[src/rtl/reg_scoreboard_if.sv]
// Decode/issue and writeback signals between the pipeline and the register scoreboard.
interface reg_scoreboard_if #(
  parameter int unsigned NREG = 8,
  parameter int unsigned AW   = 3,
  parameter int unsigned CW   = 2,
  parameter int unsigned SW   = 8
);
  // Decode side
  logic            IssueValid;
  logic [AW-1:0]   RA;
  logic [AW-1:0]   RB;
  logic [AW-1:0]   RDo;
  logic            DstValid;
  logic [CW-1:0]   Lat;
  logic            Flush;
  // Register file writeback side
  logic            WbRegWrite;
  logic [AW-1:0]   WbRDo;
  // Scoreboard results
  logic            Stall;
  logic            IssueFire;
  logic [NREG-1:0] Busy;
  logic            SbErr;
  logic [SW-1:0]   StallCnt;

  modport master (
    output IssueValid, RA, RB, RDo, DstValid, Lat, Flush, WbRegWrite, WbRDo,
    input  Stall, IssueFire, Busy, SbErr, StallCnt
  );

  modport slave (
    input  IssueValid, RA, RB, RDo, DstValid, Lat, Flush, WbRegWrite, WbRDo,
    output Stall, IssueFire, Busy, SbErr, StallCnt
  );
endinterface

[src/rtl/reg_scoreboard.sv]
// Issue-stage scoreboard for the 8x8 register file: per-register countdown of
// in-flight writes, RAW/WAW issue stall, and writeback timing cross-check.
module reg_scoreboard #(
  parameter int unsigned NREG = 8,
  parameter int unsigned AW   = 3,
  parameter int unsigned CW   = 2,
  parameter int unsigned SW   = 8
) (
  input  logic             clk,
  input  logic             rst,
  reg_scoreboard_if.slave  sb
);

  // R0 and the top register are constants in the register file and never tracked.
  localparam int unsigned RTOP = NREG - 1;

  logic [CW-1:0]   r_cnt [NREG];
  logic            r_sb_err;
  logic [SW-1:0]   r_stall_cnt;

  logic [NREG-1:0] w_busy;
  logic [NREG-1:0] w_issue_sel;
  logic            w_stall;
  logic            w_fire;
  logic [CW-1:0]   w_lat;
  logic            w_wb_tracked;
  logic            w_wb_err;

  // Pending-write bitmap; untracked registers forced to zero.
  always_comb begin
    w_busy = '0;
    for (int i = 1; i < int'(RTOP); i++) begin
      w_busy[i] = (r_cnt[i] != '0);
    end
  end

  // Hazard detection: RAW on both sources, WAW on destination; no bypass at cnt=1.
  always_comb begin
    w_stall = sb.IssueValid & ~sb.Flush &
              (w_busy[sb.RA] | w_busy[sb.RB] | (sb.DstValid & w_busy[sb.RDo]));
    w_fire  = sb.IssueValid & ~w_stall & ~sb.Flush;
    w_lat   = (sb.Lat == '0) ? CW'(1) : sb.Lat;
  end

  // One-hot select of the register that an accepted instruction will write.
  always_comb begin
    w_issue_sel = '0;
    for (int i = 1; i < int'(RTOP); i++) begin
      w_issue_sel[i] = w_fire & sb.DstValid & (sb.RDo == AW'(i));
    end
  end

  // Writeback must land exactly on the edge where the counter expires (cnt=1).
  always_comb begin
    w_wb_tracked = (sb.WbRDo != '0) && (sb.WbRDo != AW'(RTOP));
    w_wb_err     = sb.WbRegWrite & ~sb.Flush & w_wb_tracked &
                   (r_cnt[sb.WbRDo] != CW'(1));
  end

  // Latency counters: flush clears, issue loads, otherwise count down to zero.
  always_ff @(posedge clk) begin
    if (rst) begin
      for (int i = 0; i < int'(NREG); i++) begin
        r_cnt[i] <= '0;
      end
    end else begin
      for (int i = 0; i < int'(NREG); i++) begin
        if (sb.Flush) begin
          r_cnt[i] <= '0;
        end else if (w_issue_sel[i]) begin
          r_cnt[i] <= w_lat;
        end else if (r_cnt[i] != '0) begin
          r_cnt[i] <= r_cnt[i] - CW'(1);
        end
      end
    end
  end

  // Sticky writeback-mismatch flag, cleared only by reset.
  always_ff @(posedge clk) begin
    if (rst) begin
      r_sb_err <= 1'b0;
    end else if (w_wb_err) begin
      r_sb_err <= 1'b1;
    end
  end

  // Saturating count of stalled cycles.
  always_ff @(posedge clk) begin
    if (rst) begin
      r_stall_cnt <= '0;
    end else if (w_stall && (r_stall_cnt != '1)) begin
      r_stall_cnt <= r_stall_cnt + SW'(1);
    end
  end

  assign sb.Stall     = w_stall;
  assign sb.IssueFire = w_fire;
  assign sb.Busy      = w_busy;
  assign sb.SbErr     = r_sb_err;
  assign sb.StallCnt  = r_stall_cnt;

endmodule

[src/flat_wrapper.sv]
// flat-port wrapper written by rule: the top's interface ports become plain ports
module reg_scoreboard_flat 
#(
  parameter int unsigned NREG = 8,
  parameter int unsigned AW   = 3,
  parameter int unsigned CW   = 2,
  parameter int unsigned SW   = 8
)
  (clk, rst, sb_IssueValid, sb_RA, sb_RB, sb_RDo, sb_DstValid, sb_Lat, sb_Flush, sb_WbRegWrite, sb_WbRDo, sb_Stall, sb_IssueFire, sb_Busy, sb_SbErr, sb_StallCnt);
  reg_scoreboard_if #(.NREG(NREG), .AW(AW), .CW(CW), .SW(SW)) sb_i ();
  input  logic clk;
  input  logic rst;
  input wire logic [$bits(sb_i.IssueValid)-1:0] sb_IssueValid;
  input wire logic [$bits(sb_i.RA)-1:0] sb_RA;
  input wire logic [$bits(sb_i.RB)-1:0] sb_RB;
  input wire logic [$bits(sb_i.RDo)-1:0] sb_RDo;
  input wire logic [$bits(sb_i.DstValid)-1:0] sb_DstValid;
  input wire logic [$bits(sb_i.Lat)-1:0] sb_Lat;
  input wire logic [$bits(sb_i.Flush)-1:0] sb_Flush;
  input wire logic [$bits(sb_i.WbRegWrite)-1:0] sb_WbRegWrite;
  input wire logic [$bits(sb_i.WbRDo)-1:0] sb_WbRDo;
  output wire logic [$bits(sb_i.Stall)-1:0] sb_Stall;
  output wire logic [$bits(sb_i.IssueFire)-1:0] sb_IssueFire;
  output wire logic [$bits(sb_i.Busy)-1:0] sb_Busy;
  output wire logic [$bits(sb_i.SbErr)-1:0] sb_SbErr;
  output wire logic [$bits(sb_i.StallCnt)-1:0] sb_StallCnt;
  assign sb_i.IssueValid = sb_IssueValid;
  assign sb_i.RA = sb_RA;
  assign sb_i.RB = sb_RB;
  assign sb_i.RDo = sb_RDo;
  assign sb_i.DstValid = sb_DstValid;
  assign sb_i.Lat = sb_Lat;
  assign sb_i.Flush = sb_Flush;
  assign sb_i.WbRegWrite = sb_WbRegWrite;
  assign sb_i.WbRDo = sb_WbRDo;
  assign sb_Stall = sb_i.Stall;
  assign sb_IssueFire = sb_i.IssueFire;
  assign sb_Busy = sb_i.Busy;
  assign sb_SbErr = sb_i.SbErr;
  assign sb_StallCnt = sb_i.StallCnt;
  reg_scoreboard #(.NREG(NREG), .AW(AW), .CW(CW), .SW(SW)) u_core (.clk(clk), .rst(rst), .sb(sb_i));
endmodule
[config.mk]
export PLATFORM = sky130hd
export DESIGN_NAME = reg_scoreboard_flat
export DESIGN_NICKNAME = d
export VERILOG_FILES = /design/src/rtl/reg_scoreboard_if.sv /design/src/rtl/reg_scoreboard.sv /design/src/flat_wrapper.sv
export SDC_FILE = /design/constraint.sdc
export NUM_CORES = 1
export LEC_CHECK = 0
export ABC_CLOCK_PERIOD_IN_PS = 3100
export CAP_MARGIN = 10
export CELL_PAD_IN_SITES_DETAIL_PLACEMENT = 2
export CELL_PAD_IN_SITES_GLOBAL_PLACEMENT = 2
export CORE_MARGIN = 5
export CORE_UTILIZATION = 26
export CTS_CLUSTER_DIAMETER = 120
export DETAILED_ROUTE_END_ITERATION = 8
export GPL_ROUTABILITY_DRIVEN = 1
export GPL_TIMING_DRIVEN = 0
export PLACE_DENSITY_LB_ADDON = 0.1
export SYNTH_ARGS = -nofsm -noshare
export SYNTH_HDL_FRONTEND = slang
export SYNTH_SLANG_ARGS = --single-unit
[constraint.sdc]
create_clock -name clk -period 3.1 [get_ports clk]
set_input_delay 0.93 -clock clk [delete_from_list [all_inputs] [get_ports clk]]
set_output_delay 0.93 -clock clk [all_outputs]
set_load 0.02 [all_outputs]
* Word level (Yosys, flattened, before mapping) *
Memory sizes are Yosys's and may differ from the RTL's.
Index checks and enable logic that the tools add are counted.

storage, ports and cells
  register bits after elaboration = 9
  bits in latches = 0
  bits in writable memories = 16
  bits in read-only memories = 0
  input port bits = 20
  output and inout port bits = 19
  word-level logic and storage cells = 173
  memories = 1

memories
  memory        depth  width  read ports  clocked after memory_dff  write ports  line                  RTL
  u_core.r_cnt  8      2      9           0                         8            reg_scoreboard.sv:17  logic [CW-1:0] r_cnt [NREG];

operators by class
  $add $sub $neg = 9
  multiply operators = 0
  divide/modulo/power cells = 0
  $lt $le $gt $ge = 3
  eq/ne operators = 9
  shifts and indexed selects = 0
  muxes and demuxes = 96
  bitwise logic cells = 41
  reductions and logical operators = 12

operators by type and width
  operator                                                                 count
  1-bit 2-to-1 mux                                                         70
  2-bit 2-to-1 mux                                                         23
  1-bit OR                                                                 24
  2-bit nonzero test                                                       8
  2-bit by 1-bit subtractor with 2-bit output, second input constant       8
  1-bit AND                                                                15
  3-bit by 4-bit < comparator with 1-bit output, second input constant     3
  1-bit binary-select mux with 3-bit select                                3
  3-bit == test, second input constant                                     3
  8-bit by 1-bit adder with 8-bit output, second input constant            1
  8-bit inequality test, second input constant                             1
  3-bit by 2-bit == test with 1-bit output, second input constant          2
  3-bit by 1-bit == test with 1-bit output, second input constant          1
  3-bit inequality test, second input constant                             1
  3-bit nonzero test                                                       1
  1-bit logical AND                                                        2
  2-bit zero test                                                          1
  2-bit by 1-bit inequality test with 1-bit output, second input constant  1
  1-bit NOT                                                                2

* Logic depth before layout (Yosys ltp) *
Gate-level depths: netlist of run 1.
An unclocked memory read counts as a cell.

  word-level depth = 18
  gate-level depth with buffers = 10
  gate-level depth less buffers = 8

* Least setup slack after synthesis of run 1 *
OpenSTA, ideal clock, no wires.

  path kind = in2out
  from = input sb_RDo[0]
  to = output sb_IssueFire
  arrival = 2.282 ns
  data required time = 2.170 ns
  setup slack = -0.112 ns
  stages = 9
  buffers on the path = 3
  cell sequence = buf_6 > mux2i_1 > a221o_1 > nand3_1 > o221a_2 > buf_6 > nand2_2 > buf_2 > inv_1

between the ends
  word-level cells in the longest chain between the ends = 8

RTL lines
  what                                       line                  RTL
  start: declaration                         flat_wrapper.sv:16    input wire logic [$bits(sb_i.RDo)-1:0] sb_RDo;
  1-bit binary-select mux with 3-bit select  reg_scoreboard.sv:40  (w_busy[sb.RA] | w_busy[sb.RB] | (sb.DstValid & w_busy[sb.RDo]));
  1-bit 2-to-1 mux (implied by the code)     reg_scoreboard.sv:40
  1-bit AND                                  reg_scoreboard.sv:40
  1-bit OR                                   reg_scoreboard.sv:40
  1-bit AND                                  reg_scoreboard.sv:39  w_stall = sb.IssueValid & ~sb.Flush &
  1-bit NOT                                  reg_scoreboard.sv:41  w_fire = sb.IssueValid & ~w_stall & ~sb.Flush;
  1-bit AND (2 in a row)                     reg_scoreboard.sv:41
  end: declaration                           flat_wrapper.sv:23    output wire logic [$bits(sb_i.IssueFire)-1:0] sb_IssueFire;

No other way between the ends. The select of a mux whose other input is x is not followed.

* Worst setup path in the final report of run 1 *
  from = input sb_RDo[0]
  to = output sb_Stall

between the ends
  word-level cells in the longest chain between the ends = 5

RTL lines
  what                                       line                  RTL
  1-bit binary-select mux with 3-bit select  reg_scoreboard.sv:40
  1-bit 2-to-1 mux (implied by the code)     reg_scoreboard.sv:40
  1-bit AND                                  reg_scoreboard.sv:40
  1-bit OR                                   reg_scoreboard.sv:40
  1-bit AND                                  reg_scoreboard.sv:39
  end: declaration                           flat_wrapper.sv:22    output wire logic [$bits(sb_i.Stall)-1:0] sb_Stall;

No other way between the ends. The select of a mux whose other input is x is not followed.

==> flow_summary_export.csv, run 1 <==
group,metric,value,unit
cts,clock-root-buffer,"clkbuf_8",
timing,max_freq,0.3219,GHz
cts,h-tree-depth,1,
global_routing,antenna_found_initial,0,
critical_path,path_cells,"buf_12 > mux2_4 > o221ai_2 > nand3_2 > o221a_4 > buf_6 > nor2_4 > buf_6",
synth,synth_edf_count,12,
synth,yosysSeqAreaShare,33.08,%
route,drtIter0Drc,33,
cts,cts_buffers,3,
flow_run,maxCapViolations,0,
timing,finalWorstSetupSlack,-0.006886,ns
layout,ff_latch_area,540.5,sq um
route,firstDrtPassIters,4,
die,coreArea,6026,sq um
timing,finalCriticalPeriod,3.107,ns
synth,synth_area,1634,sq um
critical_path,cpMostUsedCell,"buf_6",
synth,async_flop_share,0,%
layout,final_common_cell,"clkdlybuf4s50_1",
timing,max_slew_margin,52.16,%
place,gp_congestion,0.8056,
timing,skew,0.008897,ns
global_routing,grt_pass1_wl,9.108,mm
global_routing,grt_overflow_total,0,
route,avgRoutedWirePerCell,18.34,microns
layout,multiInputGateArea,1049,sq um
timing,rsz0062_at_grt,"yes",
cts,clock_latency,0.27,ns
timing,hold_viol_final,0,
route,vias,1604,
synth,syn_inst,186,
synth,synth_cell_types,45,
cts,clkSlewWorstSetupHoldPaths,0.10,ns
critical_path,critPathRequiredTime,2.17,ns
synth,avgSynthCellArea,8.785,sq um
cts,cts_tree,"built",
die,die_h,89.28,microns
place,portBuffers,35,
critical_path,cpMaxStageDelayCell,"mux2_4",
route,postRouteAntennaNets,0,
power,powerDensity,395.0,nW/um^2
hold_path,hold_class,"reg -> reg",
global_routing,grt_pass1_vias,1756,
layout,finalNetCount,266,
critical_path,slowest_delay,0.29,ns
die,placementRows,28,
timing,finalSetupViolCount,1,
cts,hold_buffers,0,
die,die_x,89.28,microns
die,num_io_pins,39,
layout,most-common-layout-cells,"clkdlybuf4s50_1, inv_1, nor2_1, edfxtp_1, buf_4",
layout,design_area,2298,sq um
layout,nFillCells,663,
synth,yosys_warnings,0,
die,floorplan.initialDensity,27.12,%
cts,clockBufferDepth,2,
place,hpwl,4.477,mm
synth,synth_flop_cell,"edfxtp_1",
outcome,violations,"negative setup slack",
die,dieArea,7970,sq um
global_routing,grt_max_degree,14,
timing,final_max_slew_viol_count,0,
cts,clock-sinks,21,
critical_path,crit_arrival,2.18,ns
power,power.leakage,0.8621,nW
route,via_per_inst,5.191,
synth,synth-seq-cells,21,
place,placed_cell_area,2096,sq um
critical_path,crit_path_end_kind,"output pin",
critical_path,setup.worst_path.class,"in -> out",
timing,period_share,100.2,%
critical_path,worst-path-buf-inv,3,
critical_path,worst-path-max-fanout,8,
critical_path,cp-start-kind,"input pin",
timing,tns,-0.006886,ns
route,wl,5.667,mm
layout,antenna_cells,0,
critical_path,crit_family,"buffers and inverters",
power,irDropWorstVdd,0.0001731,V
outcome,status,"complete, but fails checks",
route,drc_errors,0,
layout,drive_above_1_share,23.08,%
timing,tightest_slew,0.7085,ns
layout,areaGrowthSynthToFinish,40.66,%
global_routing,grtUsageTotal,14.79,%
-- layout make-up --
type / count / area share, %
clock inverters: 1 / 0.3266
well taps: 75 / 4.083
repair buffers: 45 / 18.40
plain buffers: 7 / 2.177
clock buffers: 3 / 1.796
inverters: 23 / 4.083
flip-flops and latches: 21 / 23.52
multi-input cells: 134 / 45.62
-- per-layer routing --
layer / wire length [microns] / up-vias / track usage [%]
li1: - / 787 / -
met1: 2331 / 779 / 17.38
met2: 3114 / 30 / 28.60
met3: 151 / 8 / 1.659
met4: 70 / 0 / 2.977
met5: 0 / - / 0
-- per-stage QoR --
stage	hold slack [ns]	util [%]	std cells	total power (W)	setup slack [ns]
final	0.5028	38.14	309	0.0009079	-0.006886
after floorplan	0.5722	-	187	0.0005212	0.01632
after detailed placement	0.4685	34.78	297	0.0006618	-1.203
after CTS	0.5078	37.44	305	0.0009050	0.001479
after global routing	0.5215	38.14	309	0.0009646	-0.06043
after global placement	0.4681	34.78	297	0.0006535	-1.206
-- registers in the layout, indices dropped and copies added, names as in the netlist --
signal / cells
u_core.sb.StallCnt: 8
u_core.r_cnt: 12
u_core.sb.SbErr: 1
-- final timing paths --
check / start / to / slack [ns] / cells after the start
worst min-delay path: u_core.sb.SbErr$_SDFFE_PP0P_ / u_core.sb.SbErr$_SDFFE_PP0P_ / 0.50 / 2
worst min register to register: u_core.sb.SbErr$_SDFFE_PP0P_ / u_core.sb.SbErr$_SDFFE_PP0P_ / 0.50 / 2
worst max-delay path: sb_RDo[0] / sb_Stall / -0.007 / 8
worst max register to register: u_core.r_cnt[6][0]$_SDFFCE_PP0P_ / u_core.r_cnt[6][1]$_SDFFCE_PP0P_ / 0.31 / 9
-- cell families (layout without fill, tap and decap cells) --
logic type / Yosys count / count (layout) / share of synthesized area (%)
compound gates: 36 / 36 / 18.45
flops: 21 / 21 / 33.08
buf+inv: 32 / 79 / 8.804
other cells: 1 / 2 / 0.2295
mux: 10 / 10 / 6.814
fa+ha+maj: 11 / 11 / 8.423
simple gates: 75 / 75 / 24.20
-- tightest hold or removal path, cell delays in order, from the launching register on --
cell	delay, ns
dfxtp_1	0.35
a31oi_1	0.04
nor2_1	0.08
-- cells in the mapped netlist (7+ instances only) --
| cell | n | share of area [%] |
|---|---|---|
| inv_1 | 23 | 5.3 |
| nor3_1 | 7 | 2.1 |
| dfxtp_1 | 9 | 11 |
| nand2b_1 | 7 | 2.7 |
| ha_1 | 11 | 8.4 |
| o31ai_1 | 9 | 4.1 |
| nor2_1 | 15 | 3.4 |
| nand2_1 | 9 | 2.1 |
| edfxtp_1 | 12 | 22 |
| nand3_1 | 9 | 2.8 |
| nor2b_1 | 8 | 3.1 |
| or3_1 | 8 | 3.1 |
-- report_power, final --
| part | switching, W | internal [W] |
|---|---|---|
| combinational | 0.000203 | 0.000166 |
| sequential | 0.0000143 | 0.000322 |
| clock | 0.000112 | 0.0000911 |
-- timing repair --
action	in CTS	in global routing
gates resized for setup	60	8
setup buffers	5	5
pin swaps	7	8
setup endpoints to repair	12	2
No activity file was read; power rests on OpenSTA's default activity.
==> run 2, diff against run 1 <==
--- a/config.mk
+++ b/config.mk
@@ -14,7 +14,6 @@
 export CTS_CLUSTER_DIAMETER = 120
 export DETAILED_ROUTE_END_ITERATION = 8
 export GPL_ROUTABILITY_DRIVEN = 1
-export GPL_TIMING_DRIVEN = 0
 export PLACE_DENSITY_LB_ADDON = 0.1
 export SYNTH_ARGS = -nofsm -noshare
 export SYNTH_HDL_FRONTEND = slang
==> run 2 against run 1 <==
Effect of this change: the flow now finishes without violations; non-clock buffer count is 29 higher; clock power down 4%; via count up 6.1%; die area is the same; largest cell class unchanged; flip-flop and latch count stayed put; critical path depth stayed put.
==> flow_summary_export.csv, run 2 (synthesized netlist as in run 1, its figures left out) <==
group,metric,value,unit
timing,skew,0.004265,ns
critical_path,path_cells,"dlygate4sd2_1 > buf_4 > nor2_1 > a221oi_2 > o221a_4 > nand2_4 > inv_4 > buf_6",
route,firstDrtPassIters,4,
route,vias,1702,
cts,hold_buffers,0,
cts,clockBufferDepth,2,
die,placementRows,28,
place,hpwl,5.125,mm
layout,areaGrowthSynthToFinish,51.45,%
die,dieArea,7970,sq um
timing,rsz0062_at_grt,"no",
critical_path,critPathRequiredTime,2.17,ns
route,postRouteAntennaNets,0,
layout,final_common_cell,"buf_4",
timing,final_max_slew_viol_count,0,
cts,h-tree-depth,1,
global_routing,grtUsageTotal,16.40,%
layout,most-common-layout-cells,"buf_4, clkdlybuf4s50_1, inv_1, nor2_1, edfxtp_1",
global_routing,grt_pass1_wl,9.956,mm
die,num_io_pins,39,
cts,clkSlewWorstSetupHoldPaths,0.08,ns
critical_path,r2r_setup_slack,0.42,ns
critical_path,crit_arrival,2.12,ns
timing,max_freq,0.3278,GHz
power,powerDensity,384.7,nW/um^2
die,floorplan.initialDensity,27.12,%
layout,finalNetCount,295,
route,drc_errors,0,
hold_path,hold_class,"reg -> reg",
route,via_per_inst,5.036,
place,placed_cell_area,2372,sq um
timing,hold_viol_final,0,
cts,clock-sinks,21,
layout,antenna_cells,0,
critical_path,reg2regPathDepth,10,
place,gp_congestion,0.8338,
global_routing,grt_overflow_total,0,
critical_path,cp-start-kind,"input pin",
outcome,status,"finished clean",
timing,finalCriticalPeriod,3.051,ns
timing,finalWorstSetupSlack,0.04931,ns
timing,finalSetupViolCount,0,
critical_path,rr_startpoint,"u_core.r_cnt[1][0]$_SDFFCE_PN0P_",
layout,regMostFlops,"u_core.r_cnt",
critical_path,setup.worst_path.class,"in -> out",
critical_path,worst-path-max-fanout,3,
layout,nFillCells,681,
global_routing,grt_max_degree,19,
route,avgRoutedWirePerCell,18.01,microns
die,die_x,89.28,microns
cts,clock-root-buffer,"clkbuf_8",
die,coreArea,6026,sq um
power,power.leakage,1.016,nW
cts,cts_tree,"built",
power,irDropWorstVdd,0.0001549,V
place,place_ws,-0.9679,ns
route,drtIter0Drc,22,
die,die_h,89.28,microns
global_routing,antenna_found_initial,0,
route,wl,6.089,mm
flow_run,maxCapViolations,0,
place,portBuffers,36,
global_routing,grt_pass1_vias,1934,
critical_path,crit_start,"sb_RA[0]",
layout,largest_reg_flops,12,
critical_path,crit_path_end_kind,"output pin",
cts,clock_latency,0.27,ns
layout,design_area,2475,sq um
timing,period_share,98.41,%
critical_path,cpMaxStageDelayCell,"a221oi_2",
cts,cts_buffers,3,
layout,drive_above_1_share,30.04,%
critical_path,worstSetupEndpoint,"sb_IssueFire",
critical_path,slowest_delay,0.28,ns
critical_path,r2r-end,"u_core.r_cnt[6][1]$_SDFFCE_PP0P_",
run 2: cell count changes in the layout (fill, tap and decap cells not counted), moves of 2 or more:
cell and delta:
buf_4 +32, clkbuf_1 -4, clkdlybuf4s15_2 -3, ha_1 +3, ha_2 -3, nor2b_1 +2
run 2: repair_timing:
| item | CTS | global route |
|---|---|---|
| endpoints found under the hold margin | 0 | 0 |
| pin swaps | 6 | 3 |
| setup endpoints to repair | 12 | 2 |
| gates resized for setup | 40 | 12 |
| setup buffers | 0 | 1 |
run 2: worst min path at each step:
stage	start	to	slack [ns]	cells after the start
finish	u_core.sb.SbErr$_SDFFE_PP0P_	u_core.sb.SbErr$_SDFFE_PP0P_	0.49	2
global route	u_core.sb.SbErr$_SDFFE_PP0P_	u_core.sb.SbErr$_SDFFE_PP0P_	0.53	2
CTS	u_core.sb.SbErr$_SDFFE_PP0P_	u_core.sb.SbErr$_SDFFE_PP0P_	0.49	2
detailed placement	u_core.sb.SbErr$_SDFFE_PP0P_	u_core.sb.SbErr$_SDFFE_PP0P_	0.47	2
global placement	u_core.sb.SbErr$_SDFFE_PP0P_	u_core.sb.SbErr$_SDFFE_PP0P_	0.47	2
floorplan	u_core.r_cnt[4][0]$_SDFFCE_PN0P_	u_core.r_cnt[4][0]$_SDFFCE_PN0P_	0.57	1
run 2: stage by stage:
step / utilization, % / cells / TNS (ns) / hold slack [ns] / power (W)
after detailed placement: 39.37 / 333 / -7.557 / 0.4696 / 0.0007465
final: 41.07 / 338 / 0 / 0.4908 / 0.0009520
after CTS: 40.64 / 337 / 0 / 0.4940 / 0.0009523
after global routing: 41.07 / 338 / 0 / 0.5255 / 0.001016
after floorplan: - / 187 / 0 / 0.5722 / 0.0005212
after global placement: 39.37 / 333 / -5.868 / 0.4652 / 0.0007223
run 2: critical path: cells and delay by family:
family | cells | cell delay [ns]
simple gates | 2 | 0.13
buf+inv | 4 | 0.52
compound gates | 2 | 0.55
run 2: layer usage:
| metal | global-route usage (%) | vias to the layer above | wire [microns] |
|---|---|---|---|
| met5 | 0 | - | 0 |
| met4 | 3.112 | 0 | 72 |
| met3 | 2.673 | 4 | 217 |
| met2 | 32.75 | 34 | 3415 |
| met1 | 17.98 | 831 | 2383 |
| li1 | - | 833 | - |
run 2: final cells by class:
class                   instances  area [sq um]  area share, %
clock buffers                   3         41.29          1.668
clock inverters                 1         5.005         0.2022
inverters                      23         88.84          3.589
multi-input cells             134          1022          41.30
flip-flops and latches         21         540.5          21.84
well taps                      75         93.84          3.792
repair buffers                 81         683.2          27.60
run 2: report_power, final:
part | internal, W | switching, W | total, W
clock | 0.0000899 | 0.000104 | 0.000194
combinational | 0.000206 | 0.000217 | 0.000423
sequential | 0.000322 | 0.0000136 | 0.000336
==> run 3, diff against run 2 <==
--- a/config.mk
+++ b/config.mk
@@ -14,7 +14,7 @@
 export CTS_CLUSTER_DIAMETER = 120
 export DETAILED_ROUTE_END_ITERATION = 8
 export GPL_ROUTABILITY_DRIVEN = 1
-export PLACE_DENSITY_LB_ADDON = 0.1
+export PLACE_DENSITY_LB_ADDON = 0.3
 export SYNTH_ARGS = -nofsm -noshare
 export SYNTH_HDL_FRONTEND = slang
 export SYNTH_SLANG_ARGS = --single-unit
==> run 3 against run 2 <==
Effect of this change: core utilization is 0.46 points lower; largest power group unchanged; critical endpoint unchanged; hold slack better by 0.0059 ns; flip-flop and latch count stayed put; wire length is 1.6% higher.
==> flow_summary_export.csv, run 3 (synthesized netlist as in run 1, its figures left out) <==
group,metric,value,unit
outcome,status,"finished clean",
layout,most-common-layout-cells,"buf_4, clkdlybuf4s50_1, inv_1, nor2_1, edfxtp_1",
timing,max_freq,0.3295,GHz
die,die_h,89.28,microns
power,powerDensity,388.2,nW/um^2
global_routing,grt_overflow_total,0,
flow_run,maxCapViolations,0,
layout,drive_above_1_share,29.12,%
timing,period_share,97.91,%
layout,nFillCells,682,
cts,clockBufferDepth,2,
layout,areaGrowthSynthToFinish,49.77,%
route,wl,6.189,mm
critical_path,cpMaxStageDelayCell,"a221o_1",
power,power.leakage,1.010,nW
layout,finalNetCount,293,
timing,skew,0.005284,ns
place,hpwl,4.946,mm
critical_path,crit_family,"compound AO/OA/AOI/OAI gates",
hold_path,hold_class,"reg -> reg",
timing,final_max_slew_viol_count,0,
route,firstDrtPassIters,4,
die,coreArea,6026,sq um
cts,cts_setup_buffers,0,
cts,cts_buffers,3,
global_routing,grt_pass1_vias,1926,
route,drc_errors,0,
route,drtIter0Drc,55,
critical_path,slowest_delay,0.34,ns
critical_path,cp-start-kind,"input pin",
route,via_per_inst,5.167,
route,postRouteAntennaNets,0,
layout,final_common_cell,"buf_4",
timing,rsz0062_at_grt,"no",
die,placementRows,28,
die,num_io_pins,39,
place,gp_congestion,0.7630,
cts,clock-sinks,21,
critical_path,worst-path-buf-inv,3,
power,irDropWorstVdd,0.0001960,V
critical_path,critPathRequiredTime,2.17,ns
cts,clock_latency,0.27,ns
timing,finalCriticalPeriod,3.035,ns
critical_path,path_cells,"buf_2 > mux2i_1 > a221o_1 > nand3_2 > o221a_4 > nand2_4 > inv_4 > buf_4",
place,portBuffers,36,
cts,hold_buffers,0,
die,floorplan.initialDensity,27.12,%
cts,cts_tree,"built",
cts,clkSlewWorstSetupHoldPaths,0.08,ns
critical_path,crit_arrival,2.11,ns
global_routing,antenna_found_initial,0,
layout,antenna_cells,0,
critical_path,setup.worst_path.class,"in -> out",
cts,h-tree-depth,1,
route,avgRoutedWirePerCell,18.42,microns
route,vias,1736,
critical_path,worst-path-max-fanout,5,
global_routing,grt_pass1_wl,9.735,mm
timing,finalSetupViolCount,0,
cts,clock-root-buffer,"clkbuf_8",
die,dieArea,7970,sq um
power,power,0.0009501,W
timing,timing.hold.ws,0.4967,ns
critical_path,crit_path_end_kind,"output pin",
global_routing,grtUsageTotal,16.19,%
global_routing,grt_max_degree,19,
layout,largest_reg_flops,12,
layout,regMostFlops,"u_core.r_cnt",
timing,hold_viol_final,0,
die,die_x,89.28,microns
[run 3: metrics by stage]
stage | TNS, ns | utilization (%) | instance area, sq um | worst slack (ns) | instances
2_1_floorplan | 0 | - | 1652 | 0.01632 | 187
3_3_place_gp | -5.902 | 39.24 | 2365 | -0.8921 | 332
3_5_place_dp | -7.329 | 39.24 | 2365 | -0.9276 | 332
4_1_cts | 0 | 40.39 | 2434 | 0.005204 | 336
5_1_grt | 0 | 40.61 | 2447 | 0.008843 | 336
6_report | 0 | 40.61 | 2447 | 0.06470 | 336
[run 3: repair_timing]
item,4_1_cts,5_1_grt
pin swaps,4,7
endpoints found under the hold margin,0,0
resized for setup,36,12
endpoints found under the setup margin,12,2
[run 3: report_power, final]
group / switching (W) / internal, W
logic: 0.000218 / 0.000206
registers: 0.0000136 / 0.000322
clock network: 0.0000996 / 0.0000898
total: 0.000332 / 0.000618
[run 3: final cells by class]
| type | instances | area, sq um | area share, % |
|---|---|---|---|
| Clock buffer | 3 | 41.29 | 1.687 |
| Sequential cell | 21 | 540.5 | 22.09 |
| Multi-Input combinational cell | 134 | 1018 | 41.62 |
| Inverter | 23 | 88.84 | 3.630 |
| Tap cell | 75 | 93.84 | 3.834 |
| Timing Repair Buffer | 79 | 659.4 | 26.94 |
| Clock inverter | 1 | 5.005 | 0.2045 |
[run 3: worst paths after layout]
path | from | to | slack [ns] | cells past startpoint
max | sb_RDo[0] | sb_IssueFire | 0.06 | 8
min reg2reg | u_core.sb.SbErr$_SDFFE_PP0P_ | u_core.sb.SbErr$_SDFFE_PP0P_ | 0.50 | 2
min | u_core.sb.SbErr$_SDFFE_PP0P_ | u_core.sb.SbErr$_SDFFE_PP0P_ | 0.50 | 2
max reg2reg | u_core.r_cnt[1][1]$_SDFFCE_PN0P_ | u_core.r_cnt[1][1]$_SDFFCE_PN0P_ | 0.37 | 10
[run 3: worst min-delay path, cell delays in order, from the launching register on]
cell,delay [ns]
dfxtp_1,0.34
a31oi_1,0.05
nor2_1,0.07
[run 3: per-layer routing]
metal / global-route usage, % / vias to the layer above / part of all wire [%]
li1: - / 839 / -
met1: 19.83 / 848 / 44
met4: 4.195 / 0 / 1.7
met2: 29.54 / 39 / 49
met3: 2.304 / 10 / 4.8
met5: 0 / - / 0
